==> config.mk <==
export PLATFORM = sky130hd
export DESIGN_NAME = conv1x1_s2_channel_scheduler
export DESIGN_NICKNAME = d
export VERILOG_FILES = /design/src/rtl/conv1x1_s2_channel_scheduler.sv
export SDC_FILE = /design/constraint.sdc
export NUM_CORES = 1
export LEC_CHECK = 0
export ABC_AREA = 1
export BUFFER_PORTS_ARGS = -buffer_cell sky130_fd_sc_hd__buf_2
export CELL_PAD_IN_SITES_DETAIL_PLACEMENT = 1
export CELL_PAD_IN_SITES_GLOBAL_PLACEMENT = 2
export CORE_ASPECT_RATIO = 0.5
export CORE_MARGIN = 1
export CORE_UTILIZATION = 24
export DETAILED_ROUTE_END_ITERATION = 6
export MAX_ROUTING_LAYER = met4
export PLACE_DENSITY_LB_ADDON = 0.1
export SLEW_MARGIN = 20
export SYNTH_ARGS = -nofsm -noshare
export SYNTH_HDL_FRONTEND = slang
export SYNTH_SLANG_ARGS = --single-unit
export TNS_END_PERCENT = 50
==> constraint.sdc <==
create_clock -name clk -period 2 [get_ports clk]
set_clock_uncertainty 0.15 [all_clocks]
set_input_delay 0.1 -clock clk [delete_from_list [all_inputs] [get_ports clk]]
set_output_delay 0.1 -clock clk [all_outputs]
set_load 0.01 [all_outputs]
==> src/rtl/conv1x1_s2_channel_scheduler.sv <==
// Sequences a 1x1 stride-2 convolution over every (filter, input channel) pair:
// fetch one weight, stream a full input plane, then wait for that plane's results.
module conv1x1_s2_channel_scheduler #(
  parameter int  IMG_HEIGHT = 299,
  parameter int  IMG_WIDHT  = 299,
  parameter int  IN_CH      = 3,
  parameter int  OUT_CH     = 32,
  localparam int WA   = ($clog2(IN_CH * OUT_CH) > 1) ? $clog2(IN_CH * OUT_CH) : 1,
  localparam int ICW  = (IN_CH > 1) ? $clog2(IN_CH) : 1,
  localparam int OCW  = (OUT_CH > 1) ? $clog2(OUT_CH) : 1
) (
  input  logic           clk,
  input  logic           rst,
  input  logic           Start,
  input  logic [31:0]    Src_Data,
  input  logic           Src_Valid,
  output logic           Src_Ready,
  output logic [WA-1:0]  Weight_Addr,
  input  logic [31:0]    Weight_Data,
  output logic           Conv_Rst,
  output logic [31:0]    Conv_Data_In,
  output logic [31:0]    Conv_Kernel,
  output logic           Conv_Valid_In,
  input  logic           Conv_Valid_Out,
  output logic           Acc_Clear,
  output logic           Acc_Last,
  output logic [ICW-1:0] In_Ch,
  output logic [OCW-1:0] Out_Ch,
  output logic           Busy,
  output logic           Done,
  output logic           Err
);

  localparam int NPIX = IMG_HEIGHT * IMG_WIDHT;
  localparam int OPIX = ((IMG_HEIGHT + 1) / 2) * ((IMG_WIDHT + 1) / 2);
  localparam int PW   = $clog2(NPIX + 1);
  localparam int OW   = $clog2(OPIX + 1);

  typedef enum logic [2:0] {IDLE, LOAD_W, LATCH_W, STREAM, DRAIN, NEXT, FIN} state_t;

  state_t        state, state_nxt;
  logic [PW-1:0] pix_cnt;
  logic [OW-1:0] out_cnt;
  logic          accept, out_active, in_last, out_last, pix_last, out_full;

  assign accept     = Src_Valid & Src_Ready;
  assign out_active = (state == STREAM) || (state == DRAIN);
  assign in_last    = (In_Ch == ICW'(IN_CH - 1));
  assign out_last   = (Out_Ch == OCW'(OUT_CH - 1));
  assign pix_last   = (pix_cnt == PW'(NPIX - 1));
  assign out_full   = (out_cnt == OW'(OPIX));

  always_ff @(posedge clk) begin
    if (rst) state <= IDLE;
    else     state <= state_nxt;
  end

  always_comb begin
    state_nxt = state;
    case (state)
      IDLE:    if (Start) state_nxt = LOAD_W;
      LOAD_W:  state_nxt = LATCH_W;
      LATCH_W: state_nxt = STREAM;
      STREAM:  if (accept && pix_last) state_nxt = DRAIN;
      DRAIN:   if (out_full) state_nxt = NEXT;
      NEXT:    state_nxt = (in_last && out_last) ? FIN : LOAD_W;
      FIN:     state_nxt = IDLE;
      default: state_nxt = IDLE;
    endcase
  end

  // Weight address is only driven while fetching so the ROM bus idles at zero.
  always_comb begin
    Src_Ready     = (state == STREAM);
    Conv_Valid_In = Src_Valid & (state == STREAM);
    Conv_Data_In  = Src_Data;
    Conv_Rst      = rst | (state == LOAD_W);
    Weight_Addr   = '0;
    if (state == LOAD_W)
      Weight_Addr = WA'(Out_Ch) * WA'(IN_CH) + WA'(In_Ch);
    Acc_Clear     = (state == LATCH_W) && (In_Ch == '0);
    Acc_Last      = Conv_Valid_Out & in_last & out_active;
    Busy          = (state != IDLE);
    Done          = (state == FIN);
  end

  // A result outside STREAM/DRAIN or beyond the plane's quota is an overflow;
  // a new Start clears the sticky flag and takes priority over a stray result.
  always_ff @(posedge clk) begin
    if (rst) begin
      In_Ch       <= '0;
      Out_Ch      <= '0;
      pix_cnt     <= '0;
      out_cnt     <= '0;
      Err         <= 1'b0;
      Conv_Kernel <= '0;
    end else begin
      if (Conv_Valid_Out) begin
        if (out_active && !out_full) out_cnt <= out_cnt + OW'(1);
        else                         Err     <= 1'b1;
      end
      case (state)
        IDLE: begin
          if (Start) begin
            In_Ch   <= '0;
            Out_Ch  <= '0;
            pix_cnt <= '0;
            out_cnt <= '0;
            Err     <= 1'b0;
          end
        end
        LATCH_W: Conv_Kernel <= Weight_Data;
        STREAM:  if (accept) pix_cnt <= pix_cnt + PW'(1);
        NEXT: begin
          pix_cnt <= '0;
          out_cnt <= '0;
          if (in_last) begin
            In_Ch  <= '0;
            Out_Ch <= out_last ? '0 : Out_Ch + OCW'(1);
          end else begin
            In_Ch  <= In_Ch + ICW'(1);
          end
        end
        default: ;
      endcase
    end
  end

endmodule
# Word-level counts from Yosys, hierarchy flattened
# Index checks and enable logic that the tools add are counted.
# totals
inputBits	69
elab_cells	71
reg_bits	75
output_inout_bits	86
# classes
n_reduce_logical	15
mul	1
muxes	24
n_bitwise	4
eq_ne	15
n_addsub	5
# op_table
operator	n
17-bit one-hot mux with 3 select lines	1
15-bit two-way mux	3
17-bit two-way mux	2
15-bit one-hot mux with 2 select lines	1
3-bit one-hot mux with 6 select lines	1
17-bit by 1-bit adder with 17-bit output, second input constant	1
17-bit equality test, second input constant	1
15-bit by 1-bit adder with 15-bit output, second input constant	1
15-bit equality test, second input constant	1
5-bit two-way mux	3
3-bit two-way mux	4
5-bit one-hot mux with 2 select lines	1
3-bit equality test, second input constant	3
3-bit AND reduction	3
7-bit by 2-bit adder with 7-bit output	1
5-bit by 2-bit multiplier with 7-bit output, second input constant	1
7-bit two-way mux	1
3-bit by 2-bit equality test with 1-bit output, second input constant	2
2-bit inequality test, second input constant	3
3-bit nonzero test	2
5-bit by 1-bit adder with 5-bit output, second input constant	1
5-bit equality test, second input constant	1
1-bit logical AND	4
1-bit two-way mux	4
other kinds (14)	18

# Longest topological paths before layout
# Gate-level depths: netlist (run 1).
# logic_depth
ltp_word	7
depth_mapped	13
ltp_nobuf	13

# Worst setup path before layout (run 1)
# No wires, ideal clock.
# synth_path
path_type	reg-to-output
start	register Out_Ch[0]
end	output port Weight_Addr[5]
required_time_ps	1750
path_stages_with_launch	9
setup_slack_ps	-280
path_buffers	0
arrival_ps	2030
cell_sequence	dfxtp_1 -> fa_1 -> ha_1 -> fa_1 -> nand2_1 -> inv_1 -> o21ai_0 -> nand2_1 -> a21oi_1
# synth_via
elab_chain_cells	3
# synth_lines
element	line_no	rtl
start, declared	28	output logic [OCW-1:0] Out_Ch,
start signal, assigned	119	Out_Ch <= out_last ? '0 : Out_Ch + OCW'(1);
5-bit by 2-bit multiplier with 7-bit output	80	Weight_Addr = WA'(Out_Ch) * WA'(IN_CH) + WA'(In_Ch);
7-bit by 2-bit adder with 7-bit output	80	
7-bit two-way mux	79	if (state == LOAD_W)
end, declared	18	output logic [WA-1:0] Weight_Addr,
# Every way passes these cells.

# Worst setup path in the final report (run 1)
# layout_path
start	register Out_Ch[1]
end	output port Weight_Addr[5]
# Same word-level chain as after synthesis.

==> metrics, run 1 <==
die outline width=190 um; number of primary I/O pins=155; Flop pwr share=33.1%; Inserted Clock Buffers=9; gr ovfl total=0; Top Usage Layer GRT=met2; core area=0.0168 mm^2; vias per inst=4.27; y dimension of the die=96.2 um; least setup slack across all paths after layout=-0.575 ns; run status=finished with violations; weighted congestion reported at the end of routability-driven placement=0.730; drt first pass iters=4; met2 usage in global routing=24.8%; power per standard cell area=1070 mW/mm^2; transition at the pin with the smallest max-transition slack=0.374 ns; global routing usage on met3=5.10%; antenna violations before repair=0; remaining max-slew budget at the tightest pin=75.0%; startpoint kind of the worst setup timing path=register; Synth Net Count=697; root buffer selected by CTS=sky130_fd_sc_hd__clkbuf_16; number of sinks on the clock net=75; share of the cycle needed by the critical path after routing=129%; post-synth top area cell=sky130_fd_sc_hd__dfxtp_1; Initial Utilization=25.3%; yosys warns=0; Via Count=4090; maximum number of pins on one net before global-route repair=35; syn_area_per_cell=6.97 um^2; worst setup path category=register to output pin; achievable clock frequency=0.388 GHz; portion of total power attributed to combinational logic=40.7%; layout cell share with drive strength beyond 1=27.1%; number of distinct standard cells referenced by the synthesized netlist=40; portion of netlist area occupied by mux cells=0%; count of standard-cell rows=33; worst-case register-to-register setup slack=0.13 ns; gate count after technology mapping=611; Tmin final=2.58 ns; clock tree from TritonCTS=yes; simple logic cell fraction of the synthesized area=33.7%; pre-CTS setup slack=-0.284 ns; static leakage power=2.64 nW; GRT Overall Usage=15.7%; dominant combinational cell family by area after synthesis=simple AND/OR/NAND/NOR gates; global-route wire length before repair=21400 um; Synth top area share=35.3%; Worst IR Drop VDD=0.000429 V; clock-pin slew on the worst setup and hold paths=0.06 ns; half-perimeter wire length of the detailed placement result=9540 um; number of fill cells=2122; total net switching power=2.45 mW; number of DRC markers after the initial detailed-route iteration=93; RSZ-0062 raised after global routing=true; Setup crit end kind=output pin; maximum fanout encountered on the critical timing path=2; final hold slack=0.0500 ns; number of max-slew violations in the final report=0; max-cap check violation count=0; H-tree depth=3; synthesized area=0.00426 mm^2; sum of routed wire length over all layers=12900 um; Antenna Cells=0; Synth Register Bits=75; number of global-route vias before repair=4205; share of total power consumed by net switching=40.5%; synthesized-area fraction occupied by ao, oa, aoi and oai cells=11.3%; Clk network pwr share=26.2%; required time of the worst setup path=1.75 ns; number of antenna-violating nets in the routed design=0; CTS Buffer Depth=2; Port Buffer Count=90; endpoints failing hold=0; Internal Power=3.59 mW; Die ar.=0.0183 mm^2; violations in the final reports=negative setup slack; DRC violations left=0; final-stage net count=811; detail-routed net length per standard cell=13.5 um; Final setup violation count=5; area growth from synthesis to layout=32.1%; worst-skew pair later-pin latency=0.34 ns; arrival time of the worst setup path=2.33 ns; Synth area leaders=sky130_fd_sc_hd__dfxtp_1 (35%), sky130_fd_sc_hd__nor2_1 (12%), sky130_fd_sc_hd__nand2_1 (11%); Synth Area in Adders=5.35%; share of synthesized area occupied by flip-flops and latches=35.3%; Hold WC Path Type=primary input to output pin; synthesized-area fraction occupied by xor and xnor cells=0.206%; global routing usage on met1=19.3%
## what timing repair did
action,in CTS,in global routing
hold endpoints to repair,39,0
gates resized for setup,9,23
hold buffers,35,0
setup endpoints to repair,6,19
pin swaps,4,6
setup buffers,1,5
## power by group through the flow
stage | registers, mW | clock network [mW] | logic (mW)
global route | 2.04 | 1.73 | 2.79
finish | 2.00 | 1.58 | 2.46
CTS | 2.00 | 1.66 | 2.46
global placement | 2.01 | 0 | 2.39
floorplan | 2.13 | 0 | 1.44
detailed placement | 2.02 | 0 | 2.38
## through the flow
| step | cell area (um^2) | TNS [ns] | utilization, % | power, mW | std cells |
|---|---|---|---|---|---|
| after CTS | 5500 | -2.18 | 32.7 | 6.12 | 952 |
| after global placement | 4840 | -0.310 | 28.7 | 4.40 | 901 |
| after detailed placement | 4840 | -0.409 | 28.7 | 4.40 | 901 |
| after floorplan | 4270 | -0.0860 | - | 3.57 | 611 |
| final | 5630 | -2.00 | 33.4 | 6.03 | 957 |
| after global routing | 5630 | -2.46 | 33.4 | 6.56 | 957 |
## worst max-delay path: stages, from the launching register on
cell and delay, ns:
sky130_fd_sc_hd__dfxtp_2 0.34, sky130_fd_sc_hd__fa_2 0.49, sky130_fd_sc_hd__ha_4 0.18, sky130_fd_sc_hd__fa_2 0.34, sky130_fd_sc_hd__nand2_2 0.07, sky130_fd_sc_hd__inv_2 0.05, sky130_fd_sc_hd__o21ai_2 0.12, sky130_fd_sc_hd__nand2_2 0.09
sky130_fd_sc_hd__o21ai_2 0.12, sky130_fd_sc_hd__a21oi_2 0.04, sky130_fd_sc_hd__buf_2 0.14
## flip-flops by register name, indices dropped and copies added (netlist names)
register and count:
Conv_Kernel 32, pix_cnt 17, out_cnt 15, Out_Ch 5
state 3, In_Ch 2, Err 1
## metal layers
metal	part of all wire [%]	wire length, um
met5	0	0
met4	0.76	98
met3	5.4	692
met2	44	5640
met1	50	6460
## worst paths after layout
| kind | startpoint | to | cells after the start |
|---|---|---|---|
| hold / removal | Src_Data[15] | Conv_Data_In[15] | 0 |
| setup reg to reg | Out_Ch[0] | Out_Ch[0] | 10 |
| hold reg to reg | Err | Err | 2 |
| setup / recovery | Out_Ch[1] | Weight_Addr[5] | 10 |
## cell type report
type,instances,area [um^2],area share (%)
clock buffers,11,243,4.31
clock inverters,5,37.5,0.667
inverters,74,285,5.07
multi-input cells,417,2260,40.2
flip-flops and latches,75,1510,26.8
well taps,227,284,5.05
repair buffers,148,1000,17.8
## kinds of logic after synthesis
kind of cell             count (synthesis)
buffers and inverters                  119
adder cells (fa/ha/maj)                 17
AO/OA/AOI/OAI                           86
XOR/XNOR                                 1
flip-flops                              75
AND/OR/NAND/NOR                        313
## cells in the final DEF (no fill, tap or decap), types with 8 or more instances in the layout
cell type	instances
sky130_fd_sc_hd__a21oi_1	22
sky130_fd_sc_hd__buf_2	89
sky130_fd_sc_hd__buf_4	19
sky130_fd_sc_hd__clkbuf_16	9
sky130_fd_sc_hd__dfxtp_1	70
sky130_fd_sc_hd__dlygate4sd3_1	35
sky130_fd_sc_hd__ha_1	12
sky130_fd_sc_hd__inv_1	62
sky130_fd_sc_hd__inv_2	9
sky130_fd_sc_hd__nand2_1	115
sky130_fd_sc_hd__nand2_2	8
sky130_fd_sc_hd__nand3_1	21
sky130_fd_sc_hd__nor2_1	127
sky130_fd_sc_hd__nor2_2	8
sky130_fd_sc_hd__o21ai_0	47
## cell usage after synthesis, drive strengths merged
| master | count |
|---|---|
| buf | 36 |
| dfxtp | 75 |
| o21ai | 54 |
| clkbuf | 9 |
| fa | 2 |
| nand4 | 6 |
| a221oi | 1 |
| inv | 74 |
| and2 | 1 |
| o21bai | 1 |
| nor3 | 3 |
| and3 | 1 |
| ha | 15 |
| o31ai | 1 |
| nand2 | 127 |
| or2 | 2 |
| nor2 | 144 |
| xor2 | 1 |
| a41oi | 1 |
| a21oi | 28 |
| nand3 | 28 |
| nand3b | 1 |
Note: power is estimated with default switching activity, not from simulation.
==> run 2: changes to the inputs <==
- CORE_MARGIN: 1 -> 4
==> run 2 against run 1 <==
The run still ends with negative setup slack left; setup slack got worse by 0.011 ns; largest cell class unchanged; flip-flop and latch count stayed put; global-route usage down 1.5 points; final cell count rose by 0.52%; core utilization shrank 1.5 points; highest routed layer unchanged; via count decreased by 0.46%; final area is 1.4% lower; sequential power about the same; clock power barely moved.
==> metrics, run 2 (synthesis gave the netlist of run 1 again) <==
run status=finished with violations; violations in the final reports=negative setup slack; maximum number of pins on one net before global-route repair=35 (unchanged); startpoint of the lowest-slack register-to-register path=Out_Ch[0]; worst-case register-to-register setup slack=0.13 ns (about the same); root buffer selected by CTS=sky130_fd_sc_hd__clkbuf_16; number of DRC markers after the initial detailed-route iteration=104 (+12%); total net switching power=2.42 mW (-1.1%); portion of total power attributed to combinational logic=40.3% (-0.4 points); y dimension of the die=102 um (+6.2%); power per standard cell area=1080 mW/mm^2 (+0.28%); achievable clock frequency=0.387 GHz (-0.41%); utilization after layout=31.9% (-1.5 points); Overall Power=5.96 mW (-1.1%); setup TNS=-2.38 ns (-0.371 ns); met3 wire len=881 um (+27%); sum of routed wire length over all layers=13300 um (+3.0%); DRC violations left=0 (unchanged); Flop pwr share=33.3% (+0.2 points); max-cap check violation count=0 (unchanged); core area=0.0174 mm^2 (+3.3%); Clk network pwr share=26.4% (+0.2 points); Final setup violation count=6 (+1); pre-CTS setup slack=-0.270 ns (+0.0142 ns); Setup crit end kind=output pin; Hold WC Path Type=primary input to output pin; detailed-routed wire length on met2=5960 um (+5.7%); Worst IR Drop VDD=0.000439 V (+2.4%); clock tree from TritonCTS=yes; Worst Min Path Start=Src_Data[0]; Port Buffer Count=90 (unchanged); transition at the pin with the smallest max-transition slack=0.335 ns (-0.0395 ns); clock-pin slew on the worst setup and hold paths=0.06 ns (about the same); weighted congestion reported at the end of routability-driven placement=0.711 (-2.7%); most frequent cells in the layout=sky130_fd_sc_hd__nor2_1 (131), sky130_fd_sc_hd__nand2_1 (119), sky130_fd_sc_hd__buf_2 (89); least setup slack across all paths after layout=-0.586 ns (-0.0107 ns); layout cell share with drive strength beyond 1=24.9% (-2.3 points); register bank with the most flops=Conv_Kernel; worst hold path cell count=0 (unchanged); registers with the most flip-flops=Conv_Kernel: 32 flops, pix_cnt: 17 flops, out_cnt: 15 flops; global-route wire length before repair=21800 um (+1.9%); area growth from synthesis to layout=30.2%; die outline width=196 um (+3.2%); Initial Utilization=24.5% (-0.80 points); gr ovfl total=0 (unchanged); final-stage net count=809 (-0.25%); static leakage power=2.64 nW (+0.11%); max FFs per register=32 (unchanged); remaining max-slew budget at the tightest pin=77.6% (+2.6 points); GRT Overall Usage=14.2% (-1.5 points); RSZ-0062 raised after global routing=true; met1 routed wirelength after detailed routing=6340 um (-1.9%); CTS Buffer Depth=2 (unchanged); number of antenna-violating nets in the routed design=0 (unchanged); half-perimeter wire length of the detailed placement result=9930 um (+4.1%); Via Count=4071 (-0.46%); Register-to-Register Path Depth=9 (-1); Antenna Cells=0 (unchanged); Die ar.=0.0201 mm^2 (+9.6%); drt first pass iters=4 (unchanged); worst-skew pair later-pin latency=0.34 ns (about the same); top routing layer in use=met4; share of the cycle needed by the critical path after routing=129% (+0.53 points); endpoints failing hold=0 (unchanged); vias per inst=4.23 (-0.98%); startpoint kind of the worst setup timing path=register; count of standard-cell rows=34 (+3.0%); number of global-route vias before repair=4351 (+3.5%); share of total power consumed by net switching=40.5% (about the same); number of primary I/O pins=155 (unchanged); most common cell after layout, fill and taps aside=sky130_fd_sc_hd__nor2_1; endpoint of the most critical register-to-register path=Out_Ch[2]; Inserted Clock Buffers=9 (unchanged); terminating pin of the worst hold path=Conv_Data_In[0]; worst setup path category=register to output pin; number of sinks on the clock net=75 (unchanged); required time of the worst setup path=1.75 ns (about the same); number of max-slew violations in the final report=0 (unchanged); H-tree depth=3 (unchanged); detail-routed net length per standard cell=13.8 um (+2.5%); Internal Power=3.55 mW (-1.1%); arrival time of the worst setup path=2.34 ns (about the same); maximum fanout encountered on the critical timing path=2 (unchanged); Tmin final=2.59 ns (+0.0107 ns); antenna violations before repair=0 (unchanged)
==> run 2: power by group through the flow <==
stage	Clock [mW]	Sequential [mW]	Combinational (mW)
after floorplan	0	2.13	1.44
after global placement	0	2.00	2.39
after detailed placement	0	2.01	2.39
after CTS	1.66	1.99	2.46
after global routing	1.73	2.03	2.72
final	1.58	1.99	2.40
==> run 2: stage by stage <==
step,instance area (um^2),hold WS [ns],cells
floorplan,4270,0.0849,611
global placement,4860,0.0501,908
detailed placement,4860,0.0501,908
CTS,5520,0.0501,961
global route,5550,0.0500,962
finish,5550,0.0500,962
==> run 2: timing repair <==
action                                 4_1_cts  5_1_grt
hold buffers                                35        0
pin swaps                                    4        2
setup endpoints to repair                    6       12
gates resized for setup                      7        8
endpoints found under the hold margin       38        0
buffers inserted                             3        2
==> run 2: area by class of cell <==
class | instances | area, um^2
Fill cell | 2140 | 11900
Multi-Input combinational cell | 417 | 2190
Sequential cell | 75 | 1510
Timing Repair Buffer | 146 | 993
Tap cell | 234 | 293
Inverter | 74 | 285
Clock buffer | 11 | 243
Clock inverter | 5 | 35.0
==> run 2: worst max path at each step <==
stage               depth (start not counted)  slack [ns]              to      start
floorplan                                   9       -0.09  Weight_Addr[5]  Out_Ch[1]
global placement                           10       -0.25  Weight_Addr[5]  Out_Ch[1]
detailed placement                         10       -0.27  Weight_Addr[5]  Out_Ch[1]
CTS                                        10       -0.61  Weight_Addr[5]  Out_Ch[1]
global route                               10       -0.72  Weight_Addr[5]  Out_Ch[1]
finish                                     10       -0.59  Weight_Addr[5]  Out_Ch[1]
==> run 2: layer usage <==
metal  global-route usage, %  up-vias
li1                        -     2109
met1                    17.4     1867
met3                    5.47       12
met5                       -        -
met4                    2.73        0
met2                    22.7       83
==> run 2: worst max-delay path, stage by stage, from the launching register on <==
cell and delay (ns):
sky130_fd_sc_hd__dfxtp_2 0.33, sky130_fd_sc_hd__fa_1 0.50, sky130_fd_sc_hd__ha_2 0.20, sky130_fd_sc_hd__fa_2 0.35, sky130_fd_sc_hd__nand2_2 0.07, sky130_fd_sc_hd__inv_2 0.04, sky130_fd_sc_hd__o21ai_2 0.12, sky130_fd_sc_hd__nand2_2 0.08
sky130_fd_sc_hd__o21ai_2 0.12, sky130_fd_sc_hd__a21oi_2 0.04, sky130_fd_sc_hd__buf_2 0.14
